--- src/rtl/spike_aer_encoder_if.sv ---
// rtl/spike_aer_encoder_if.sv - sample input stream and AER event output bundle
//
// Purpose: groups the write-back sample stream (in_*) and the AER event
// valid/ready channel (aer_*) of spike_aer_encoder.
// Ports (signals):
//   in_valid, in_id, in_v          write-back sample from the TDM core
//   aer_valid, aer_id, aer_ts      head event offered to the consumer
//   aer_ready                      consumer accepts the head event
// Modports:
//   slave  - encoder side (consumes samples, produces events)
//   master - core/host side (produces samples, consumes events)
interface spike_aer_encoder_if #(
    parameter int ID_W       = 9,
    parameter int DATA_WIDTH = 16,
    parameter int TS_WIDTH   = 16
);
    logic                  in_valid;
    logic [ID_W-1:0]       in_id;
    logic [DATA_WIDTH-1:0] in_v;
    logic                  aer_valid;
    logic                  aer_ready;
    logic [ID_W-1:0]       aer_id;
    logic [TS_WIDTH-1:0]   aer_ts;

    modport slave (
        input  in_valid, in_id, in_v, aer_ready,
        output aer_valid, aer_id, aer_ts
    );

    modport master (
        output in_valid, in_id, in_v, aer_ready,
        input  aer_valid, aer_id, aer_ts
    );
endinterface

--- src/rtl/spike_aer_encoder.sv ---
// rtl/spike_aer_encoder.sv - membrane write-back to AER spike event encoder
//
// Purpose: compares each time-multiplexed membrane sample against a signed
// Q4.12 threshold, fires on a rising crossing per neuron, and queues
// (id, sweep timestamp) events in a show-ahead FIFO drained by valid/ready.
// Ports:
//   clk         rising-edge clock
//   rst         synchronous, active-high reset
//   bus         spike_aer_encoder_if.slave: in_valid/in_id/in_v samples,
//               aer_valid/aer_ready/aer_id/aer_ts event channel
//   timestep    current sweep counter
//   overflow    sticky flag: at least one event was dropped
//   drop_count  number of dropped events, saturating at 16'hFFFF
module spike_aer_encoder #(
    parameter int NEURON_COUNT = 500,
    parameter int DATA_WIDTH   = 16,
    parameter int THRESHOLD    = 12288,
    parameter int FIFO_DEPTH   = 16,
    parameter int TS_WIDTH     = 16
) (
    input  logic                   clk,
    input  logic                   rst,
    spike_aer_encoder_if.slave     bus,
    output logic [TS_WIDTH-1:0]    timestep,
    output logic                   overflow,
    output logic [15:0]            drop_count
);
    localparam int ID_W = $clog2(NEURON_COUNT);
    localparam int AW   = $clog2(FIFO_DEPTH);

    localparam logic [ID_W-1:0]              LAST_ID  = ID_W'(NEURON_COUNT - 1);
    localparam logic signed [DATA_WIDTH-1:0] THRESH_V = DATA_WIDTH'(THRESHOLD);

    // ------------------------------------------------------------------
    // Input stage: accept, compare, rising-edge detect
    // ------------------------------------------------------------------
    logic [NEURON_COUNT-1:0] r_above;
    logic [TS_WIDTH-1:0]     r_timestep;

    logic w_accept;
    logic w_hit;
    logic w_spike;
    logic w_sweep_end;

    // Ids beyond the neuron range are ignored entirely, including for the
    // sweep counter, so a stray id cannot advance time.
    assign w_accept    = bus.in_valid && (bus.in_id <= LAST_ID);
    assign w_hit       = $signed(bus.in_v) >= THRESH_V;
    assign w_spike     = w_accept && w_hit && !r_above[bus.in_id];
    assign w_sweep_end = w_accept && (bus.in_id == LAST_ID);

    always_ff @(posedge clk) begin
        if (rst) begin
            r_above <= '0;
        end else if (w_accept) begin
            r_above[bus.in_id] <= w_hit;
        end
    end

    always_ff @(posedge clk) begin
        if (rst) begin
            r_timestep <= '0;
        end else if (w_sweep_end) begin
            r_timestep <= r_timestep + 1'b1;
        end
    end

    // ------------------------------------------------------------------
    // Stage 1: detect register. The timestamp is the pre-increment sweep
    // index, so the last neuron of a sweep is stamped with that sweep.
    // ------------------------------------------------------------------
    logic                r_spk_v;
    logic [ID_W-1:0]     r_spk_id;
    logic [TS_WIDTH-1:0] r_spk_ts;

    always_ff @(posedge clk) begin
        if (rst) begin
            r_spk_v  <= 1'b0;
            r_spk_id <= '0;
            r_spk_ts <= '0;
        end else begin
            r_spk_v  <= w_spike;
            r_spk_id <= bus.in_id;
            r_spk_ts <= r_timestep;
        end
    end

    // ------------------------------------------------------------------
    // Stage 2: event FIFO (show-ahead). Pointers carry one extra bit so
    // full and empty are distinguishable when the indices match.
    // ------------------------------------------------------------------
    logic [ID_W-1:0]     r_mem_id [FIFO_DEPTH];
    logic [TS_WIDTH-1:0] r_mem_ts [FIFO_DEPTH];
    logic [AW:0]         r_wr_ptr;
    logic [AW:0]         r_rd_ptr;

    logic          w_empty;
    logic          w_full;
    logic          w_pop;
    logic          w_push;
    logic          w_drop;
    logic [AW-1:0] w_wr_idx;
    logic [AW-1:0] w_rd_idx;

    assign w_wr_idx = r_wr_ptr[AW-1:0];
    assign w_rd_idx = r_rd_ptr[AW-1:0];
    assign w_empty  = (r_wr_ptr == r_rd_ptr);
    assign w_full   = (r_wr_ptr[AW] != r_rd_ptr[AW]) && (w_wr_idx == w_rd_idx);
    assign w_pop    = !w_empty && bus.aer_ready;
    // A full FIFO still takes the event when the head leaves in the same
    // cycle; the write lands in the slot being vacated.
    assign w_push   = r_spk_v && (!w_full || w_pop);
    assign w_drop   = r_spk_v && !w_push;

    always_ff @(posedge clk) begin
        if (w_push) begin
            r_mem_id[w_wr_idx] <= r_spk_id;
            r_mem_ts[w_wr_idx] <= r_spk_ts;
        end
    end

    always_ff @(posedge clk) begin
        if (rst) begin
            r_wr_ptr <= '0;
            r_rd_ptr <= '0;
        end else begin
            if (w_push) begin
                r_wr_ptr <= r_wr_ptr + 1'b1;
            end
            if (w_pop) begin
                r_rd_ptr <= r_rd_ptr + 1'b1;
            end
        end
    end

    // ------------------------------------------------------------------
    // Drop accounting
    // ------------------------------------------------------------------
    logic        r_overflow;
    logic [15:0] r_drop_count;

    always_ff @(posedge clk) begin
        if (rst) begin
            r_overflow   <= 1'b0;
            r_drop_count <= '0;
        end else if (w_drop) begin
            r_overflow <= 1'b1;
            if (r_drop_count != 16'hFFFF) begin
                r_drop_count <= r_drop_count + 16'd1;
            end
        end
    end

    // ------------------------------------------------------------------
    // Outputs. Payload is forced to zero while empty so the memory (which
    // is never reset) cannot leak stale entries onto the bus.
    // ------------------------------------------------------------------
    assign bus.aer_valid = !w_empty;
    assign bus.aer_id    = w_empty ? '0 : r_mem_id[w_rd_idx];
    assign bus.aer_ts    = w_empty ? '0 : r_mem_ts[w_rd_idx];
    assign timestep      = r_timestep;
    assign overflow      = r_overflow;
    assign drop_count    = r_drop_count;
endmodule

--- src/flat_wrapper.sv ---
// flat-port wrapper written by rule: the top's interface ports become plain ports
module spike_aer_encoder_flat 
#(
    parameter int NEURON_COUNT = 500,
    parameter int DATA_WIDTH   = 16,
    parameter int THRESHOLD    = 12288,
    parameter int FIFO_DEPTH   = 16,
    parameter int TS_WIDTH     = 16
)
  (clk, rst, timestep, overflow, drop_count, bus_in_valid, bus_in_id, bus_in_v, bus_aer_ready, bus_aer_valid, bus_aer_id, bus_aer_ts);
  spike_aer_encoder_if #(.ID_W((9)), .DATA_WIDTH(DATA_WIDTH), .TS_WIDTH(TS_WIDTH)) bus_i ();
  input  logic clk;
  input  logic rst;
  output logic [TS_WIDTH-1:0] timestep;
  output logic overflow;
  output logic [15:0] drop_count;
  input wire logic [$bits(bus_i.in_valid)-1:0] bus_in_valid;
  input wire logic [$bits(bus_i.in_id)-1:0] bus_in_id;
  input wire logic [$bits(bus_i.in_v)-1:0] bus_in_v;
  input wire logic [$bits(bus_i.aer_ready)-1:0] bus_aer_ready;
  output wire logic [$bits(bus_i.aer_valid)-1:0] bus_aer_valid;
  output wire logic [$bits(bus_i.aer_id)-1:0] bus_aer_id;
  output wire logic [$bits(bus_i.aer_ts)-1:0] bus_aer_ts;
  assign bus_i.in_valid = bus_in_valid;
  assign bus_i.in_id = bus_in_id;
  assign bus_i.in_v = bus_in_v;
  assign bus_i.aer_ready = bus_aer_ready;
  assign bus_aer_valid = bus_i.aer_valid;
  assign bus_aer_id = bus_i.aer_id;
  assign bus_aer_ts = bus_i.aer_ts;
  spike_aer_encoder #(.NEURON_COUNT(NEURON_COUNT), .DATA_WIDTH(DATA_WIDTH), .THRESHOLD(THRESHOLD), .FIFO_DEPTH(FIFO_DEPTH), .TS_WIDTH(TS_WIDTH)) u_core (.clk(clk), .rst(rst), .bus(bus_i), .timestep(timestep), .overflow(overflow), .drop_count(drop_count));
endmodule
--- config.mk ---
export PLATFORM = sky130hd
export DESIGN_NAME = spike_aer_encoder_flat
export DESIGN_NICKNAME = d
export VERILOG_FILES = /design/src/rtl/spike_aer_encoder_if.sv /design/src/rtl/spike_aer_encoder.sv /design/src/flat_wrapper.sv
export SDC_FILE = /design/constraint.sdc
export NUM_CORES = 1
export LEC_CHECK = 0
export CAP_MARGIN = 30
export CORE_UTILIZATION = 30
export CTS_CLUSTER_DIAMETER = 100
export DETAILED_ROUTE_END_ITERATION = 10
export PLACE_DENSITY = 0.42
export REMOVE_ABC_BUFFERS = 1
export SLEW_MARGIN = 10
export SYNTH_ARGS = -nofsm -noshare
export SYNTH_HDL_FRONTEND = slang
export SYNTH_SLANG_ARGS = --single-unit
--- constraint.sdc ---
create_clock -name clk -period 7.81 [get_ports clk]
set_clock_uncertainty 0.05 [all_clocks]
set_input_delay 1.1715 -clock clk [delete_from_list [all_inputs] [get_ports clk]]
set_output_delay 1.1715 -clock clk [all_outputs]
set_load 0.05 [all_outputs]
==> impl_results.md <==
- Core Area: ~140000 um^2
- CTS sink count: around 970
- Total gr overflow: 0
- Placed Cells: 5338
- R2R setup slack: about 4.6 ns
- Hold-critical path endpoint: u_core.overflow
- Max-cap violations: 0
- Drt via density: roughly 5.6
- P per Cell Area: between 200 and 250 nW/um^2
- Fin area: ~48000 um^2
- Post-route setup TNS: 0 ns
- Initial Util: a little under a third
- Post-DP Area: ~44000 um^2
- Total GRT Usage: 20.8%
- Fin crit period: 5.49 ns
- Synth Cell Area: 41600 um^2
- Final RePlAce weighted congestion: 0.791
- Peak supply drop: 0.156 mV
- Total of warnings raised by yosys: 0
- Comb pwr share: ~4.5%
- Netlist cell types: 64
- Reg-to-reg endpoint: u_core.r_spk_v
- Critical path launch point type: flip-flop
- Crit path max-delay family: buffers and inverters
- Sequential share of the synthesized area: a little under three fifths
- Switching Fraction: 23.2%
- Synth Instances: 3738
- Hold Crit Start: u_core.overflow
- Syn avg cell area: 11.1 um^2
- Starting DRT DRC Count: ~3200
- Die W: 374 um
- Hold crit path type: reg -> reg
- H-tree levels: 3
- Slew HR: 15.3%
- Root buffer selected by CTS: clkbuf_16
- Max Slew Vio Count: 0
- RSZ-0062 raised after global routing: false
- Internal power: ~0.0084 W
- First-pass GRT wire length: 218000 um
- Post-CTS sizing: 0
- Setup violation total in the final timing report: 0
- Layout cell share with drive strength beyond 1: 15.1%
- Vias in the first global route: 30500
- Buf/Inv on CP: 2
- Status: finished, final reports clean
- Worst EP arrival: 4.27 ns
- HPWL Detailed: 79400 um
- Max Fanout on Critical Path: 44
- Leak: 14.9 nW
- Worst-path clk slew: 0.06 ns
- Port bufs: 75
- Clock power share: 47.5%
- Worst skew pair latency: 0.71 ns
- Hold_ws: 0.421 ns
- Final Cycle Share: 70.3%
- Slew @ Worst Pin: 1.27 ns
- Via total after detailed routing: 31000
- Fmax: 0.182 GHz
- Worst setup EP type: output port
- Async SR Flop Fraction: 0%
- Hold path depth: 2
- CTS Buffer Depth: 3
- Die area: 140000 um^2
- WS Path Type: reg -> out
- Sw Pwr: 0.00255 W
- Pwr Total: between 0.01 and 0.015 W
- R2R Path Start: u_core.r_above[347]
- Worst path max stage delay: 0.93 ns
- Crit-path slowest cell: clkdlybuf4s50_1
- Final hold vios: 0
- Final net count: around 3700
- Cts hold-fix bufs: 0
- DRC: 0
- Wirelength per Cell: 26.8 um
- Number of flops mapped to enable cells by yosys: 400
- Crit-path most repeated cell: a211oi_1
- Layout Cells excl Fill: 5538
- CTS tree: built
- # IOs: 88
- Chip Height: 374 um
- Synth Register Bits: between 900 and 1000
- Layout area overhead: 15.3%
- FF-to-FF path depth: 7
- Drt pass-1 iters: 5
- Reg power frac: 48.1%
- Required time worst endpoint: around 6.6 ns
- Antenna violations before repair: 1
- ANT nets after route: 0
- CP Cell Sequence: buf_4 -> mux4_2 -> nor2b_1 -> a211oi_1 -> a211oi_1 -> clkdlybuf4s50_1
- FP Rows: 136
- Routed wire length: roughly 150000 um
- Largest net degree at the start of global routing: 216
- Num CTS Buffers: 106
- Post-synth top flop: dfxtp_1
- Post-CTS setup buffer count: 0
final cells by class:
class                      instances  area, um^2
tap                             1794        2240
timing repair buffer             190        1780
multi-input combinational       2373       16800
inverter                           8        30.0
fill                           13700       89600
clock inverter                    48         529
antenna                            1        2.50
clock buffer                     151        3050
sequential                       973       23500
per-stage QoR:
stage	setup WS [ns]	utilization (%)
after detailed placement	2.48	32.3
after global routing	2.09	34.9
after CTS	2.14	34.9
after global placement	2.52	32.1
after floorplan	-8.78	-
final	2.32	34.9
sequential cells by signal (all words and copies together) (netlist names), named ones only:
register / count
u_core.r_above: 500
u_core.r_mem_ts: 256
u_core.r_mem_id: 144
u_core.drop_count: 16
u_core.r_spk_ts: 16
u_core.timestep: 16
u_core.r_spk_id: 9
u_core.r_rd_ptr: 5
u_core.r_wr_ptr: 5
u_core.overflow: 1
u_core.r_spk_v: 1
how the worst max path moves through the flow:
stage                                      to  slack [ns]  depth (start not counted)
after global placement         u_core.r_spk_v        2.52                          9
after CTS                       bus_aer_id[3]        2.14                          5
after global routing            bus_aer_ts[2]        2.09                          6
final                           bus_aer_ts[2]        2.32                          6
after detailed placement       u_core.r_spk_v        2.48                          9
after floorplan           u_core.r_above[163]       -8.78                          4
cell usage after synthesis, drive strengths merged (8+ instances only):
cell type | instances | area share, %
a211oi | 51 | 0.93
a21oi | 499 | 6.0
a22oi | 13 | 0.23
and3 | 12 | 0.18
buf | 54 | 0.76
clkbuf | 330 | 3.0
dfxtp | 573 | 28
edfxtp | 400 | 29
inv | 8 | 0.072
mux2i | 87 | 2.1
mux4 | 213 | 12
nand2 | 95 | 0.88
nand2b | 12 | 0.18
nand3 | 528 | 6.4
nand4 | 29 | 0.44
nor2 | 150 | 1.4
nor2b | 57 | 0.86
nor3 | 18 | 0.22
o21ai | 488 | 5.9
xnor2 | 17 | 0.36
xor2 | 23 | 0.48
power by group through the flow:
stage	Combinational (W)	Clock [W]	Sequential [W]
6_report	0.000489	0.00521	0.00528
3_3_place_gp	0.000485	0	0.00539
4_1_cts	0.000486	0.00532	0.00528
3_5_place_dp	0.000485	0	0.00539
2_1_floorplan	0.000194	0	0.00539
5_1_grt	0.000508	0.00552	0.00528
cells in the final DEF (no fill, tap or decap), types with 7 or more instances in the layout:
cell / netlist / final
clkbuf_8: 0 / 21
nand3b_1: 7 / 7
a21oi_1: 499 / 499
nor3_1: 18 / 9
nand3_1: 528 / 524
nand2b_1: 12 / 12
a22oi_1: 13 / 13
edfxtp_1: 400 / 400
clkinv_1: 0 / 7
clkbuf_16: 0 / 107
clkbuf_1: 330 / 23
mux2i_1: 87 / 87
ha_1: 7 / 7
bufinv_16: 0 / 10
nor2_1: 150 / 125
o21ai_1: 16 / 16
nor2_4: 0 / 24
o21ai_0: 472 / 472
a211oi_1: 50 / 50
nand2_1: 94 / 82
dfxtp_1: 573 / 569
and3_1: 12 / 12
xnor2_1: 17 / 17
buf_12: 0 / 12
clkinv_2: 0 / 25
mux4_2: 210 / 210
clkdlybuf4s50_1: 0 / 70
nand2_2: 0 / 12
buf_4: 5 / 101
nand4_1: 29 / 29
nor2b_1: 57 / 56
nor3_2: 0 / 8
xor2_1: 23 / 23
kinds of logic after synthesis:
group                    share of synthesized area (%)
AND/OR/NAND/NOR                                   11.1
multiplexers                                      13.7
AO/OA/AOI/OAI                                     13.8
flip-flops                                        56.5
XOR/XNOR                                         0.843
adder cells (fa/ha/maj)                          0.211
buffers and inverters                             3.82
tightest hold or removal path: cells and delay by family, from the launching register on:
family | cells | cell delay (ns)
buffers and inverters | 1 | 0.05
DFF | 1 | 0.32
AOI/OAI and AO/OA | 1 | 0.05
layer usage:
metal	track usage [%]	wire length (um)	vias up
li1	-	-	13800
met1	29.2	66900	15900
met2	33.5	69700	1001
met3	2.98	8190	217
met4	5.30	3680	0
met5	0	0	-
(Power assumes the default switching activity.)
